--- config.mk ---
export PLATFORM = sky130hd
export DESIGN_NAME = sync_fifo_wr_arb
export DESIGN_NICKNAME = d
export VERILOG_FILES = /design/src/rtl/sync_fifo_wr_arb.sv
export SDC_FILE = /design/constraint.sdc
export NUM_CORES = 1
export LEC_CHECK = 0
export CORE_AREA = 2 2 132 134
export CTS_BUF_LIST = sky130_fd_sc_hd__clkbuf_16
export DETAILED_ROUTE_END_ITERATION = 7
export DIE_AREA = 0 0 134 136
export SLEW_MARGIN = 20
export SYNTH_ARGS = -nofsm -noshare
export SYNTH_HDL_FRONTEND = slang
export SYNTH_SLANG_ARGS = --single-unit
--- constraint.sdc ---
create_clock -name clock -period 4.5 [get_ports clock]
set_input_delay 0.9 -clock clock [delete_from_list [all_inputs] [get_ports clock]]
set_output_delay 0.9 -clock clock [all_outputs]
set_load 0.03 [all_outputs]
--- src/rtl/sync_fifo_wr_arb.sv ---
// Round-robin write arbiter sharing one sync FIFO write port among NUM_REQ
// requesters. A packet locks the port from its first accepted beat to its
// last. The granted requester's beat reaches fifo_din/fifo_wr_en combinationally.
//
//   state | meaning
//   IDLE  | no packet in flight; winner chosen round-robin from rr_ptr
//   LOCK  | owner is mid-packet; all other requesters are ignored
module sync_fifo_wr_arb #(
    parameter int NUM_REQ    = 4,
    parameter int DATA_WIDTH = 64,
    parameter int MAX_BURST  = 16
) (
    input  logic                          clock,
    input  logic                          rst,
    input  logic [NUM_REQ-1:0]            req_valid,
    input  logic [NUM_REQ*DATA_WIDTH-1:0] req_data,
    input  logic [NUM_REQ-1:0]            req_last,
    output logic [NUM_REQ-1:0]            req_ready,
    output logic [DATA_WIDTH-1:0]         fifo_din,
    output logic                          fifo_wr_en,
    input  logic                          fifo_full,
    output logic [$clog2(NUM_REQ)-1:0]    grant_id,
    output logic                          grant_valid,
    output logic                          busy,
    output logic                          burst_err
);

    localparam int IW = $clog2(NUM_REQ);
    // Beat counter must hold MAX_BURST+1, where it saturates.
    localparam int CW = $clog2(MAX_BURST + 2);
    localparam logic [IW-1:0] LAST_IDX = IW'(NUM_REQ - 1);
    localparam logic [CW-1:0] CNT_SAT  = CW'(MAX_BURST + 1);
    localparam logic [CW-1:0] CNT_LIM  = CW'(MAX_BURST);

    typedef enum logic {IDLE, LOCK} state_t;

    state_t          state;
    logic [IW-1:0]   rr_ptr;
    logic [IW-1:0]   owner;
    logic [CW-1:0]   beat_cnt;
    logic [IW-1:0]   winner;
    logic [IW-1:0]   idx;
    logic            found;
    logic [IW-1:0]   gid;
    logic [IW-1:0]   next_ptr;
    logic            is_last;
    logic            over_limit;

    // First valid requester at or after rr_ptr, wrapping modulo NUM_REQ.
    always_comb begin
        winner = '0;
        found  = 1'b0;
        idx    = '0;
        for (int k = 0; k < NUM_REQ; k++) begin
            idx = IW'((int'(rr_ptr) + k) % NUM_REQ);
            if (!found && req_valid[idx]) begin
                winner = idx;
                found  = 1'b1;
            end
        end
    end

    assign gid      = (state == LOCK) ? owner : winner;
    assign next_ptr = (gid == LAST_IDX) ? '0 : gid + 1'b1;
    assign is_last  = req_last[gid];
    // The beat about to be accepted in LOCK is number beat_cnt+1.
    assign over_limit = (state == LOCK) && (beat_cnt >= CNT_LIM);
    assign busy       = (state == LOCK);

    // Grant and write-port steering; everything is held quiet during reset.
    always_comb begin
        grant_valid = !rst && ((state == LOCK) || (|req_valid));
        grant_id    = rst ? '0 : gid;
        req_ready   = '0;
        if (grant_valid && !fifo_full) begin
            req_ready[gid] = 1'b1;
        end
        fifo_wr_en = req_valid[gid] & req_ready[gid];
        fifo_din   = req_data[gid*DATA_WIDTH +: DATA_WIDTH];
    end

    // Packet FSM, round-robin pointer, beat counter and burst error pulse.
    always_ff @(posedge clock or posedge rst) begin
        if (rst) begin
            state     <= IDLE;
            rr_ptr    <= '0;
            owner     <= '0;
            beat_cnt  <= '0;
            burst_err <= 1'b0;
        end else begin
            burst_err <= 1'b0;
            if (fifo_wr_en) begin
                burst_err <= over_limit;
                if (is_last) begin
                    state    <= IDLE;
                    rr_ptr   <= next_ptr;
                    beat_cnt <= '0;
                end else begin
                    state <= LOCK;
                    owner <= gid;
                    if (state == IDLE) begin
                        beat_cnt <= CW'(1);
                    end else if (beat_cnt != CNT_SAT) begin
                        beat_cnt <= beat_cnt + 1'b1;
                    end
                end
            end
        end
    end

endmodule

Yosys cells after proc, flatten, opt, wreduce, memory -nomap -nowiden
Cells that the tools add are included.
{"block": "totals", "inputBits": 267, "wordCells": 72, "reg_bits": 11, "output_inout_bits": 74}
{"block": "op_classes", "n_shift": 1, "magnitude_cmp": 7, "muxes": 32, "eq_ne": 3, "n_reduce_logical": 17, "n_bitwise": 2, "addsub": 5}
{"cell": "256-bit by 9-bit indexed part select with 64-bit output", "count": 1}
{"cell": "2-bit by 3-bit less-than comparator with 1-bit output, second input constant", "count": 5}
{"cell": "5-bit 2-to-1 mux", "count": 3}
{"cell": "1-bit binary-select mux with 2-bit select", "count": 7}
{"cell": "2-bit 2-to-1 mux", "count": 7}
{"cell": "1-bit 2-to-1 mux", "count": 13}
{"cell": "1-bit logical AND", "count": 7}
{"cell": "2-bit AND reduction", "count": 3}
{"cell": "5-bit by 1-bit adder with 5-bit output, second input constant", "count": 1}
{"cell": "5-bit >= comparator, second input constant", "count": 1}
{"cell": "1-bit logical NOT", "count": 5}
{"cell": "5-bit inequality test, second input constant", "count": 1}
{"cell": "2-bit by 1-bit adder with 2-bit output, second input constant", "count": 2}
{"cell": "2-bit adder, second input constant", "count": 2}
{"cell": "4-bit 2-to-1 mux", "count": 1}
{"cell": "4-bit OR reduction", "count": 1}
{"cell": "3-bit by 1-bit inequality test with 1-bit output, second input constant", "count": 1}
{"cell": "1-bit demux with 2-bit select", "count": 1}
{"cell": "2-bit equality test, second input constant", "count": 1}
{"cell": "2-bit by 1-bit >= comparator with 1-bit output, second input constant", "count": 1}
{"cell": "1-bit AND", "count": 1}
{"cell": "1-bit logical OR", "count": 1}
{"cell": "1-bit NOT", "count": 1}

Longest topological paths before layout
Gate-level depths: netlist of the first run.
{"block": "logic_depth", "ltp_word": 22, "depth_mapped": 14, "ltp_nobuf": 9}

Least setup slack after synthesis of the first run
OpenSTA, ideal clock, no wires.
{"block": "synth_path", "kind": "input -> output", "from": "input req_valid[3]", "to": "output fifo_wr_en", "cell_stages": 13, "required_time_ns": 3.600, "t_arrival_ns": 3.152, "n_path_buf": 5, "slack_ns": 0.448, "cell_sequence": "buf_2 > nand2b_1 > a22oi_1 > o211a_1 > buf_4 > inv_2 > clkbuf_1 > clkbuf_1 > ha_1 > mux2_4 > o221ai_4 > buf_6 > inv_2"}
{"block": "synth_via", "elab_chain_len": 21, "elab_cells_between_ends": 37, "cone_classes": "2 x order compare; 23 x mux; 1 x bitwise; 11 x reduce/logical"}
{"element": "from (decl)", "line_no": "15", "rtl": "input logic [NUM_REQ-1:0] req_valid,"}
{"element": "1-bit binary-select mux with 2-bit select", "line_no": "56", "rtl": "if (!found && req_valid[idx]) begin"}
{"element": "1-bit 2-to-1 mux (not written as such)", "line_no": "56"}
{"element": "1-bit 2-to-1 mux", "line_no": "56"}
{"element": "1-bit logical NOT", "line_no": "56"}
{"element": "1-bit logical AND", "line_no": "56"}
{"element": "1-bit 2-to-1 mux", "line_no": "56"}
{"element": "1-bit logical NOT", "line_no": "56"}
{"element": "1-bit logical AND", "line_no": "56"}
{"element": "[... 5 more ...]"}
{"element": "2-bit by 3-bit less-than comparator with 1-bit output (not written as such) / 2-bit by 1-bit >= comparator with 1-bit output (equally long branches)", "line_no": "76", "rtl": "req_ready[gid] = 1'b1;"}
{"element": "1-bit logical AND (not written as such)", "line_no": "76"}
{"element": "1-bit 2-to-1 mux (not written as such)", "line_no": "76"}
{"element": "1-bit demux with 2-bit select", "line_no": "76"}
{"element": "4-bit 2-to-1 mux", "line_no": "75", "rtl": "if (grant_valid && !fifo_full) begin"}
{"element": "1-bit binary-select mux with 2-bit select", "line_no": "78", "rtl": "fifo_wr_en = req_valid[gid] & req_ready[gid];"}
{"element": "1-bit 2-to-1 mux (not written as such)", "line_no": "78"}
{"element": "1-bit AND (*)", "line_no": "78"}
{"element": "to (decl)", "line_no": "20", "rtl": "output logic fifo_wr_en,"}
Mark *: on every way between the ends. The rest lies on a longest branch, timed or not. The select of a mux whose other input is x is not followed.

Final worst setup path of the first run
{"block": "layout_path", "from": "input req_valid[2]", "to": "output fifo_din[27]"}
{"block": "layout_via", "elab_chain_len": 14, "elab_cells_between_ends": 23, "cone_classes": "1 x shift; 16 x mux; 6 x reduce/logical"}
{"element": "1-bit binary-select mux with 2-bit select", "line_no": "56"}
{"element": "1-bit 2-to-1 mux (not written as such)", "line_no": "56"}
{"element": "1-bit 2-to-1 mux", "line_no": "56"}
{"element": "1-bit logical NOT", "line_no": "56"}
{"element": "1-bit logical AND", "line_no": "56"}
{"element": "1-bit 2-to-1 mux", "line_no": "56"}
{"element": "1-bit logical NOT", "line_no": "56"}
{"element": "1-bit logical AND", "line_no": "56"}
{"element": "1-bit 2-to-1 mux", "line_no": "56"}
{"element": "1-bit logical NOT", "line_no": "56"}
{"element": "1-bit logical AND", "line_no": "56"}
{"element": "2-bit 2-to-1 mux (*)", "line_no": "56"}
{"element": "2-bit 2-to-1 mux (*)", "line_no": "63", "rtl": "assign gid = (state == LOCK) ? owner : winner;"}
{"element": "256-bit by 9-bit indexed part select with 64-bit output (*)", "line_no": "79", "rtl": "fifo_din = req_data[gid*DATA_WIDTH +: DATA_WIDTH];"}
{"element": "to (decl)", "line_no": "19", "rtl": "output logic [DATA_WIDTH-1:0] fifo_din,"}
Marked as above.

==> results of run 1 <==
-- critical path: stages --
cell and delay, ns:
clkdlybuf4s50_1 0.63, inv_2 0.06, a311o_1 0.35, o22a_2 0.27, buf_12 0.16, inv_2 0.20
buf_12 0.19, buf_4 0.27, a31oi_1 0.17, buf_4 0.20
-- cells by family (layout without fill, tap and decap cells) --
kind of cell,Yosys count,count (layout)
other,0,1
adder cells (fa/ha/maj),4,4
AND/OR/NAND/NOR,360,360
multiplexers,5,5
buffers and inverters,57,372
flip-flops,11,11
AO/OA/AOI/OAI,98,98
-- cell type report --
type                    instances  area, um2
flip-flops and latches         11      275.3
clock inverters                 1      3.754
clock buffers                   3      75.07
diodes                          1      2.502
multi-input cells             467       2387
well taps                     225      281.5
fillers                      1795      10220
inverters                       8      32.53
repair buffers                360       3600
-- power groups by stage --
stage	registers, mW	logic [mW]	clock network (mW)
after floorplan	0.166	3.03	0
after global placement	0.187	5.04	0
after detailed placement	0.188	5.02	0
after CTS	0.187	5.04	0.165
after global routing	0.196	5.34	0.170
final	0.191	4.97	0.166
-- final timing paths --
| path | slack, ns | to | start |
|---|---|---|---|
| max | 0.16 | fifo_din[27] | req_valid[2] |
| min | 0.50 | owner[1] | owner[1] |
| max reg2reg | 1.37 | rr_ptr[1] | rr_ptr[1] |
| min reg2reg | 0.50 | owner[1] | owner[1] |
| max in group asynchronous | 3.12 | owner[1] | rst |
| min in group asynchronous | 1.07 | rr_ptr[0] | rst |
-- synth_stat cells (2+ instances only) --
cell,count,share of area [%]
nand2_1,265,34
a31oi_1,64,14
and3_1,64,14
clkbuf_1,32,4.1
buf_2,11,1.9
dfrtp_1,11,9.5
nor2_1,10,1.3
a21oi_1,6,1.0
o21ai_0,5,0.86
ha_1,4,1.7
inv_1,4,0.52
inv_2,4,0.52
nand2b_1,4,0.86
and2_1,3,0.65
buf_1,3,0.39
nor2b_1,3,0.65
nor4b_1,3,0.91
a21boi_1,2,0.52
a22o_1,2,0.61
buf_6,2,0.78
mux2_1,2,0.78
mux2_4,2,1.0
nand3_1,2,0.35
o211ai_1,2,0.52
-- through the flow --
stage	instances	total power [mW]	setup slack, ns
4_1_cts	1075	5.393	0.02930
2_1_floorplan	535	3.200	0.4476
6_report	1076	5.324	0.1568
3_5_place_dp	1071	5.208	0.04416
3_3_place_gp	1071	5.227	0.09016
5_1_grt	1076	5.711	0.03614
-- state kept, by name, indices dropped and copies added, names as in the netlist --
name	cells
burst_err	1
rr_ptr	2
busy	1
owner	2
beat_cnt	5
-- layout by cell type, fill, tap and decap left out, drive strengths merged, types with 4 or more instances in the layout --
cell type,instances
ha,4
nand2b,4
buf,70
nor2b,4
inv,9
dfrtp,11
o21ai,6
nand2,265
mux2,4
nor2,11
a21oi,6
a31oi,64
clkdlybuf4s50,273
and3,64
dlymetal6s2s,17
-- metal layers --
layer / vias up / routed length (um) / GRT usage [%] / share of wire (%)
li1: 2457 / - / - / -
met1: 2138 / 6747 / 19.74 / 41
met2: 215 / 8037 / 29.40 / 49
met3: 12 / 1423 / 3.766 / 8.7
met4: 0 / 200 / 2.600 / 1.2
met5: - / 0 / 0 / 0
==> impl_metrics.csv, run 1 <==
group,metric,value,unit
yosys,synthCells,535,
worst_hold_path,worstHoldPathType,"reg -> reg",
detailed_routing,first_iter_violations,200,
yosys,syn_avg_cell_area,5.412,um2
clock_network,cts_resized,0,
power,p_per_area,799.7,nW/um2
placed_design,gp_congestion,0.8501,
cells_and_area,post-route-util,39.45,%
timing,finalSetupViolCount,0,
cells_and_area,fin_nets,1122,
cells_and_area,area_growth,129.9,%
yosys,synth_edf_count,0,
detailed_routing,drt-vias-per-instance,4.481,
global_routing,grt_max_degree,52,
detailed_routing,drtAntennaViolNets,0,
detailed_routing,routedWlPerCell,15.25,um
die,core,16880,um2
detailed_routing,first_pass_iters,4,
run_status,status,"finished clean",
timing,min_period_over_period,96.52,%
timing,timing.hold.ws,0.5031,ns
cells_and_area,fin_area,6658,um2
detailed_routing,vias,4822,
timing,rsz0062_at_grt,"no",
flow_run,cap_violations,0,
clock_network,hold_buffers,0,
detailed_routing,wl,16.41,mm
power,sw_frac_of_total,57.87,%
clock_network,numCtsBuffers,3,
clock_network,ctsRootBufferMaster,"clkbuf_16",
worst_setup_path,reg2regPathDepth,11,
yosys,yosys-mux-area-fraction,2.593,%
worst_setup_path,critPathCaptureType,"output port",
yosys,ys_seq_area_share,9.507,%
timing,worst_pin_slew,0.5749,ns
timing,max_slew_margin,61.14,%
timing,fin_skew,0.001221,ns
yosys,synthFlopType,"dfrtp_1",
yosys,ys_seq_elements,11,
power,p_comb_share,93.3,%
yosys,yosys_warnings,0,
placed_design,dp_hpwl,13.09,mm
yosys,synth-xor-area-share,0,%
power,internal_power,2.243,mW
clock_network,tritoncts,"built",
timing,drv_slew,0,
yosys,synth_top_family_by_area,"simple AND/OR/NAND/NOR gates",
power,p_sw,3.081,mW
yosys,syn_nets,806,
worst_setup_path,crit_fanout,26,
yosys,yosysUniqueCellTypes,49,
worst_setup_path,arrival,3.44,ns
clock_network,insertion_delay,0.24,ns
worst_setup_path,cp-start-kind,"input pin",
global_routing,antenna_found_initial,1,
placed_design,place_area,6525,um2
yosys,yosys.area_share.simple,54.54,%
global_routing,grt_pass1_wl,24.07,mm
clock_network,cts.clk_slew.worst_paths,0.04,ns
clock_network,post_cts_buffers,0,
power,total_leakage_power,3.056,nW
timing,max_freq,230.2,MHz
clock_network,clockBufferDepth,2,
die,io-pin-count,341,
detailed_routing,drc,0,
global_routing,grt_usage,16.20,%
die,std_cell_rows,48,
timing,timing_hold_violations_final,0,
yosys,synth_compound_area_share,23.12,%
worst_hold_path,holdPathStages,1,
timing,fin_crit,4.343,ns
worst_setup_path,critPathKind,"in -> out",
clock_network,cts.sinks,11,
yosys,async_flop_share,100.0,%
global_routing,grt_pass1_vias,4637,
die,die-width,134,um
placed_design,port_buffers,340,
global_routing,overflow,0,
die,start_util,17.16,%
yosys,synthAdderAreaFrac,1.729,%
die,fp.dieH,136,um
power,clockPowerShare,3.1,%
timing,setup_tns,0,ns
yosys,syn-cell-area,2895,um2
worst_setup_path,required,3.60,ns
power,vdd_drop_max,0.3785,mV
clock_network,htreeDepth,1,
power,seqPwrFrac,3.6,%
die,die_area,18220,um2
cells_and_area,drive_gt1_share,10.35,%
Note: power is estimated with default switching activity, not from simulation.
==> run 2: changes to the inputs <==
- clock period: 4.5 -> 4.85 ns (I/O delays scaled with it)
==> impl_metrics.csv, run 2 (synthesis gave the netlist of run 1 again) <==
group,metric,value,unit
die,io-pin-count,341,
timing,max_freq,213.1,MHz
global_routing,overflow,0,
power,clockPowerShare,3.0,%
cells_and_area,drive_gt1_share,7.346,%
worst_setup_path,crit_cells,9,
cells_and_area,final_common_cell,"clkdlybuf4s50_1",
timing,max_slew_margin,59.80,%
placed_design,port_buffers,340,
power,p_comb_share,93.4,%
flow_run,cap_violations,0,
clock_network,insertion_delay,0.24,ns
cells_and_area,multiInputGateArea,2382,um2
worst_setup_path,crit_fanout,56,
cells_and_area,post-route-util,39.12,%
die,fp.dieH,136,um
cells_and_area,fillers,1772,
power,total_leakage_power,2.918,nW
worst_setup_path,cp_slowest_cell,"clkdlybuf4s50_1",
clock_network,ctsRootBufferMaster,"clkbuf_16",
worst_hold_path,holdPathStages,1,
detailed_routing,vias,4861,
clock_network,htreeDepth,1,
die,start_util,17.16,%
timing,min_period_over_period,96.76,%
detailed_routing,drtAntennaViolNets,0,
die,die_area,18220,um2
timing,worst_pin_slew,0.5947,ns
timing,rsz0062_at_grt,"no",
detailed_routing,routedWlPerCell,15.33,um
global_routing,grt_pass1_wl,24.69,mm
power,sw_frac_of_total,57.68,%
timing,setup_tns,0,ns
cells_and_area,fin_area,6601,um2
placed_design,gp_congestion,0.8133,
detailed_routing,first_iter_violations,196,
power,internal_power,2.078,mW
clock_network,tritoncts,"built",
detailed_routing,first_pass_iters,4,
worst_setup_path,max_stage_delay,0.69,ns
timing,fin_skew,0.002660,ns
clock_network,clockBufferDepth,2,
power,p_per_area,743.7,nW/um2
global_routing,antenna_found_initial,1,
clock_network,cts.sinks,11,
clock_network,numCtsBuffers,3,
placed_design,dp.cells,1065,
die,core,16880,um2
die,std_cell_rows,48,
timing,timing_hold_violations_final,0,
worst_setup_path,cp-start-kind,"input pin",
clock_network,cts.clk_slew.worst_paths,0.04,ns
clock_network,hold_buffers,0,
worst_setup_path,reg2regPathDepth,11,
worst_hold_path,worstHoldPathType,"reg -> reg",
worst_setup_path,crit_top_cell,"clkdlybuf4s50_1",
detailed_routing,drc,0,
cells_and_area,largest_registers,"beat_cnt x5, owner x2, rr_ptr x2",
cells_and_area,largest_reg_flops,5,
cells_and_area,regArea,275.3,um2
cells_and_area,final_cell_mix,"clkdlybuf4s50_1 (302), nand2_1 (265), and3_1 (64), a31oi_1 (64), buf_4 (37)",
worst_setup_path,critPathKind,"in -> out",
placed_design,dp_hpwl,13.03,mm
detailed_routing,wl,16.41,mm
placed_design,pre_cts_ws,0.1664,ns
cells_and_area,top_register,"beat_cnt",
cells_and_area,fin_nets,1116,
die,die-width,134,um
worst_setup_path,required,3.88,ns
power,seqPwrFrac,3.6,%
global_routing,grt_usage,16.72,%
timing,postLayoutSetupSlackWorst,0.1573,ns
run_status,status,"finished clean",
timing,finalSetupViolCount,0,
placed_design,place_area,6502,um2
timing,drv_slew,0,
detailed_routing,drt-vias-per-instance,4.543,
worst_setup_path,critPathCaptureType,"output port",
worst_setup_path,path_delay_family,"buffers and inverters",
global_routing,grt_pass1_vias,4630,
cells_and_area,stdcell_count,1070,
worst_setup_path,worstPathCellList,"clkdlybuf4s50_1 > and4b_1 > o21ai_0 > o211a_4 > buf_12 > nand2_1 > and3_1 > a31oi_1 > clkdlybuf4s50_1",
timing,timing.hold.ws,0.4847,ns
cells_and_area,area_growth,128.0,%
timing,fin_crit,4.693,ns
power,vdd_drop_max,0.4276,mV
worst_setup_path,path_buf_inv,3,
worst_setup_path,arrival,3.72,ns
power,p_sw,2.832,mW
global_routing,grt_max_degree,57,
power,power,4.909,mW
-- run 2: changes by cell type in the layout (fill, tap and decap cells not counted), sizes merged --
cell	change
dlymetal6s2s	-10
buf	-25
clkdlybuf4s50	+29
-- run 2: timing repair --
item	CTS	global route
endpoints found under the setup margin	0	21
buffers inserted	0	0
gates resized for setup	0	8
-- run 2: final timing paths --
check / from / end / slack [ns]
max: req_valid[3] / fifo_din[39] / 0.16
min: owner[1] / owner[1] / 0.48
max reg2reg: rr_ptr[1] / rr_ptr[1] / 1.87
min reg2reg: owner[1] / owner[1] / 0.48
max in group asynchronous: rst / rr_ptr[1] / 3.41
min in group asynchronous: rst / rr_ptr[0] / 1.14
-- run 2: power by group through the flow --
stage                     logic [mW]  clock network, mW  registers (mW)
after detailed placement        4.64                  0           0.174
after CTS                       4.66              0.152           0.173
after global placement          4.65                  0           0.174
final                           4.59              0.149           0.174
after floorplan                 2.82                  0           0.154
after global routing            4.94              0.157           0.183
-- run 2: area by class of cell --
type / count / share of cell area (%)
Tap cell: 225 / 4.265
Multi-Input combinational cell: 467 / 36.09
Clock buffer: 3 / 1.137
Timing Repair Buffer: 354 / 53.75
Clock inverter: 1 / 0.05686
Inverter: 8 / 0.4928
Sequential cell: 11 / 4.170
Antenna cell: 1 / 0.03791
-- run 2: layer usage --
layer,GRT usage [%],vias up,wire (um),share of wire [%]
met2,30.43,211,8174,50
met3,2.871,18,1171,7.1
met1,20.50,2183,6756,41
met5,0,-,0,0
li1,-,2449,-,-
met4,3.842,0,306,1.9
